===== config.mk =====
export PLATFORM = sky130hd
export DESIGN_NAME = pipeline_ctrl
export DESIGN_NICKNAME = d
export VERILOG_FILES = /design/src/rtl/pipeline_ctrl.sv
export SDC_FILE = /design/constraint.sdc
export NUM_CORES = 1
export LEC_CHECK = 0
export ABC_AREA = 1
export ABC_CLOCK_PERIOD_IN_PS = 1800
export BUFFER_PORTS_ARGS = -buffer_cell sky130_fd_sc_hd__buf_2
export CAP_MARGIN = 20
export CORE_MARGIN = 2
export CORE_UTILIZATION = 51
export DETAILED_ROUTE_END_ITERATION = 10
export PLACE_DENSITY_LB_ADDON = 0.1
export SYNTH_ARGS = -nofsm -noshare
export SYNTH_HDL_FRONTEND = slang
export SYNTH_SLANG_ARGS = --single-unit

===== constraint.sdc =====
create_clock -name clk -period 1.8 [get_ports clk]
set_input_delay 0.36 -clock clk [delete_from_list [all_inputs] [get_ports clk]]
set_output_delay 0.36 -clock clk [all_outputs]
set_load 0.1 [all_outputs]

===== src/rtl/pipeline_ctrl.sv =====
// pipeline_ctrl: fetch and pipeline-control unit for the 5-stage core.
// Owns the PC and the IF/ID register. Generates the load-use stall and the
// branch flush, selects forwarding sources for both EX operands, detects
// program completion after a pipeline-drain window, and keeps saturating
// cycle/stall/flush counters.
//
// Ports:
//   clk, rst_n                     clock (rising edge), async active-low reset
//   inst_in                        instruction memory data at pc
//   id_rs1/2, id_rs1/2_used        sources of the ID instruction
//   ex_rd, ex_rd_we, ex_is_load    destination info of the EX instruction
//   ex_rs1, ex_rs2                 sources of the EX instruction
//   fwd_we, fwd_addr               write enable / destination per later stage
//   br_taken, br_target            resolved branch redirect
//   pc, if_id_pc/inst/valid        fetch address and IF/ID register
//   stall, flush                   combinational pipeline controls
//   fwd_sel_1, fwd_sel_2           0 = register file, k = forwarding stage k
//   done                           sticky completion flag
//   cyc_cnt, stall_cnt, flush_cnt  saturating performance counters
module pipeline_ctrl #(
  parameter int PC_W      = 6,
  parameter int INST_W    = 32,
  parameter int RA_W      = 5,
  parameter int PROG_LEN  = 32,
  parameter int FWD_DEPTH = 3,
  parameter int CNT_W     = 16
) (
  input  logic                           clk,
  input  logic                           rst_n,
  input  logic [INST_W-1:0]              inst_in,
  input  logic [RA_W-1:0]                id_rs1,
  input  logic [RA_W-1:0]                id_rs2,
  input  logic                           id_rs1_used,
  input  logic                           id_rs2_used,
  input  logic [RA_W-1:0]                ex_rd,
  input  logic                           ex_rd_we,
  input  logic                           ex_is_load,
  input  logic [RA_W-1:0]                ex_rs1,
  input  logic [RA_W-1:0]                ex_rs2,
  input  logic [FWD_DEPTH-1:0]           fwd_we,
  input  logic [FWD_DEPTH*RA_W-1:0]      fwd_addr,
  input  logic                           br_taken,
  input  logic [PC_W-1:0]                br_target,
  output logic [PC_W-1:0]                pc,
  output logic [PC_W-1:0]                if_id_pc,
  output logic [INST_W-1:0]              if_id_inst,
  output logic                           if_id_valid,
  output logic                           stall,
  output logic                           flush,
  output logic [$clog2(FWD_DEPTH+1)-1:0] fwd_sel_1,
  output logic [$clog2(FWD_DEPTH+1)-1:0] fwd_sel_2,
  output logic                           done,
  output logic [CNT_W-1:0]               cyc_cnt,
  output logic [CNT_W-1:0]               stall_cnt,
  output logic [CNT_W-1:0]               flush_cnt
);

  localparam int SEL_W   = $clog2(FWD_DEPTH + 1);
  localparam int DRAIN_W = $clog2(FWD_DEPTH + 2);
  // Bubble edges needed before the last instruction has left every stage.
  localparam logic [DRAIN_W-1:0] DRAIN_LAST = DRAIN_W'(FWD_DEPTH + 1);
  localparam logic [PC_W-1:0]    PC_END     = PC_W'(PROG_LEN);

  logic [DRAIN_W-1:0] drain_cnt;
  logic               load_use;

  assign load_use = if_id_valid & ex_is_load & ex_rd_we & (ex_rd != '0) &
                    ((id_rs1_used & (id_rs1 == ex_rd)) |
                     (id_rs2_used & (id_rs2 == ex_rd)));

  // A taken branch kills the ID instruction anyway, so it suppresses stall.
  assign flush = br_taken & ~done;
  assign stall = ~done & ~br_taken & load_use;

  // Scan from the farthest stage down so the nearest match is the one kept.
  always_comb begin
    fwd_sel_1 = '0;
    fwd_sel_2 = '0;
    for (int k = FWD_DEPTH; k >= 1; k--) begin
      if (fwd_we[k-1] && (ex_rs1 != '0) && (fwd_addr[(k-1)*RA_W +: RA_W] == ex_rs1))
        fwd_sel_1 = SEL_W'(k);
      if (fwd_we[k-1] && (ex_rs2 != '0) && (fwd_addr[(k-1)*RA_W +: RA_W] == ex_rs2))
        fwd_sel_2 = SEL_W'(k);
    end
  end

  always_ff @(posedge clk or negedge rst_n) begin
    if (!rst_n) begin
      pc          <= '0;
      if_id_pc    <= '0;
      if_id_inst  <= '0;
      if_id_valid <= 1'b0;
      done        <= 1'b0;
      drain_cnt   <= '0;
      cyc_cnt     <= '0;
      stall_cnt   <= '0;
      flush_cnt   <= '0;
    end else if (!done) begin
      if (cyc_cnt != '1) cyc_cnt <= cyc_cnt + 1'b1;
      if (br_taken) begin
        pc          <= br_target;
        if_id_pc    <= '0;
        if_id_inst  <= '0;
        if_id_valid <= 1'b0;
        drain_cnt   <= '0;
        if (flush_cnt != '1) flush_cnt <= flush_cnt + 1'b1;
      end else if (stall) begin
        if (stall_cnt != '1) stall_cnt <= stall_cnt + 1'b1;
      end else if (pc < PC_END) begin
        if_id_pc    <= pc;
        if_id_inst  <= inst_in;
        if_id_valid <= 1'b1;
        pc          <= pc + 1'b1;
      end else begin
        // Draining: feed bubbles until the window has elapsed.
        if_id_pc    <= '0;
        if_id_inst  <= '0;
        if_id_valid <= 1'b0;
        if (drain_cnt == DRAIN_LAST) done <= 1'b1;
        else                         drain_cnt <= drain_cnt + 1'b1;
      end
    end
  end

endmodule


==> results_dict.tcl <==
set metrics [dict create \
    critical_path_class "input port to primary output" \
    grt_max_degree 77 \
    h-tree-depth 3 \
    avgViaCountPerCell 5.062 \
    numCtsBuffers 9 \
    num_vias 5578 \
    fin_crit_ns 1.824 \
    critPathTopFamily "simple AND/OR/NAND/NOR gates" \
    drv_cap 0 \
    worst_pin_slew_ns 0.5143 \
    grt_pass1_wl_mm 23.84 \
    hpwlAfterDp_mm 11.36 \
    finClkSkew_ns 0.01825 \
    gr-total-overflow 0 \
    place.gp.congestion 0.8943 \
    p_sw_mw 1.077 \
    path_max_fanout 2 \
    syn-cell-area_sq_um 5690 \
    drive_above_1_share 0.3545 \
    synth_top_area_cell "dfrtp_1" \
    critical_path.endpoint_type "primary output" \
    combPwrFrac 0.115 \
    fin_area_sq_um 7543 \
    required_ns 1.44 \
    synth_ff_type "dfrtp_1" \
    worstReg2RegStart "flush_cnt[0]$_DFFE_PN0P_" \
    p_int_mw 2.864 \
    yosys_warnings 0 \
    die_h_microns 109.6 \
    die_x_microns 109.6 \
    yosysUniqueCellTypes 36 \
    timing.critical_path.cells "buf_2, xor2_1, nor2_1, nand3_2, nor3_4, buf_4, a21oi_4, buf_12" \
    drc 0 \
    drt.antenna.violating_nets 0 \
    swShare 0.2734 \
    use_met2 0.4308 \
    grt_pass1_vias 5295 \
    power_density_nw_per_um2 522.4 \
    grt_setup_unrepaired "true" \
    core_region_area_sq_um 10840 \
    holdCritPathClass "input port to flop" \
    min-delay-start "inst_in[8]" \
    violations "negative setup slack" \
    slew_headroom 0.6595 \
    wl_mm 15.14 \
    critPathMaxStageDelay_ns 0.21 \
    fin_util 0.6959 \
    numPortBuffers 186 \
    cp-start-kind "input port" \
    seq_area_frac_synth 0.4222 \
    pwr-share-seq 0.547 \
    grtUsageMet1 0.3154 \
    timing.final.ws_setup_ns -0.02373 \
    timing.fmax_mhz 548.3 \
    grt_antenna_before_repair 0 \
    synth-edff-count 0 \
    cp-startpoint "fwd_addr[0]" \
    yosysMostFrequentCell "nand2_1" \
    cts_tree "yes" \
    vdd_drop_max_mv 0.3524 \
    cp.arrival_ns 1.46 \
    synthCells 758 \
    yosysTopAreaCellShare 0.4222 \
    drv_slew 0 \
    initial_core_util 0.5249 \
    pwr-share-clk 0.339 \
    synth_common_cells "nand2_1, dfrtp_1, inv_1" \
    top_usage_layer "met2" \
    clkSinkCount 96 \
    critPathSlowestCell "nor3_4" \
    diodes 0 \
    ys_seq_elements 96 \
    syn2layout_area_growth_pct 32.56 \
    worstSkewPairLatency_ns 0.38 \
    io_pins 188 \
    synthesis.nets 852 \
    p_leak_nw 3.762 \
    finalNetCount 1051 \
    clkTransAtPathRegs_ns 0.11 \
    core.rowCount 38 \
    die_area_sq_um 12020 \
    status "finished with violations" \
    met3_usage 0.05276 \
    syn_area_per_cell_sq_um 7.507 \
    track_usage 0.2495 \
    setup_viol 3 \
    synth_area_leaders "dfrtp_1, nand2_1, nand3_1" \
    synthArstFlopShare 1.000 \
    hold_viol 0 \
    avgRoutedWirePerCell_microns 13.73 \
    dr.first_iter.drc_count 386 \
    cp_num_buf_inv 3 \
    root_buffer "clkbuf_8" \
    fin_crit_sh 1.013 \
    place_area_sq_um 7126 \
    dr.pass1.iters 5 \
    cts_max_path_buffers 2 \
]
==> power groups by stage <==
| stage | Combinational [mW] | Clock, mW | Sequential (mW) |
|---|---|---|---|
| after floorplan | 0.182 | 0 | 2.20 |
| after global placement | 0.404 | 0 | 2.20 |
| after detailed placement | 0.413 | 0 | 2.20 |
| after CTS | 0.428 | 1.38 | 2.15 |
| after global routing | 0.498 | 1.46 | 2.15 |
| final | 0.453 | 1.33 | 2.15 |
==> path summary, 6_finish.rpt <==
kind                                              to  slack [ns]  depth (start not counted)
max in group asynchronous     cyc_cnt[7]$_DFFE_PN0P_        0.80                          3
max                                     fwd_sel_1[1]       -0.02                          8
max reg2reg                 flush_cnt[2]$_DFFE_PN0P_        0.11                          8
min in group asynchronous   stall_cnt[8]$_DFFE_PN0P_        0.44                          2
min                        if_id_inst[8]$_DFFE_PN0P_        0.24                          3
min reg2reg                 flush_cnt[4]$_DFFE_PN0P_        0.49                          1
==> flip-flops by register name, summed over array words and instances, names as in the netlist <==
signal,flops
if_id_inst,32
stall_cnt,16
drain_cnt,3
done,1
cyc_cnt,16
if_id_valid,1
flush_cnt,16
if_id_pc,5
pc,6
==> repair_timing <==
action                     4_1_cts  5_1_grt
setup endpoints to repair        3       25
buffers inserted                 6        3
hold endpoints to repair        24        0
pin swaps                        5       19
hold buffers                     1        0
resized for setup               14       33
==> layer usage <==
metal	vias up	share of wire
met5	-	0
met4	0	0.0091
met3	13	0.058
met2	168	0.51
met1	2571	0.43
li1	2826	-
==> tightest hold or removal path, stage by stage <==
cell and delay (ns):
buf_2 0.09, nand3_1 0.07, o21ai_1 0.07
==> cells by family (layout without fill, tap and decap cells) <==
| kind of cell | Yosys count | count (layout) | share of synthesized area |
|---|---|---|---|
| xor+xnor | 57 | 57 | 0.08773 |
| simple gates | 397 | 397 | 0.3078 |
| flops | 96 | 96 | 0.4222 |
| other cells | 1 | 1 | 0.0006590 |
| fa+ha+maj | 6 | 6 | 0.01319 |
| buf+inv | 111 | 315 | 0.08531 |
| compound gates | 90 | 90 | 0.08311 |
==> cell usage in the layout (no fill, tap or decap), drive strengths merged, types with 2 or more instances in the layout <==
cell      Yosys  layout
nand2       213     213
buf          15     213
dfrtp        96      96
inv          85      87
o21ai        78      78
nand3        75      75
nor2         57      57
xor2         39      39
nor3         28      28
nand4        18      18
xnor2        18      18
clkbuf       11      10
ha            6       6
a21oi         5       5
clkinvlp      0       4
o22ai         3       3
o211ai        2       2
or2           2       2
==> layout make-up <==
| class | instances | area [sq um] |
|---|---|---|
| Timing Repair Buffer | 214 | 1330 |
| Fill cell | 920 | 3297 |
| Clock buffer | 10 | 127.6 |
| Clock inverter | 6 | 48.80 |
| Inverter | 85 | 332.8 |
| Tap cell | 140 | 175.2 |
| Sequential cell | 96 | 2499 |
| Multi-Input combinational cell | 551 | 3030 |
==> per-stage QoR <==
step	setup slack [ns]	total power [mW]	instances	hold slack (ns)	TNS [ns]
after floorplan	-0.08351	2.380	758	0.06441	-1.096
after global placement	-0.08380	2.601	1076	0.3064	-0.08380
after detailed placement	-0.09248	2.611	1076	0.3134	-0.1350
after CTS	-0.03808	3.957	1099	0.2254	-0.04315
after global routing	-0.07928	4.113	1102	0.2168	-0.2157
final	-0.02373	3.941	1102	0.2413	-0.04845
(Power assumes the default switching activity.)
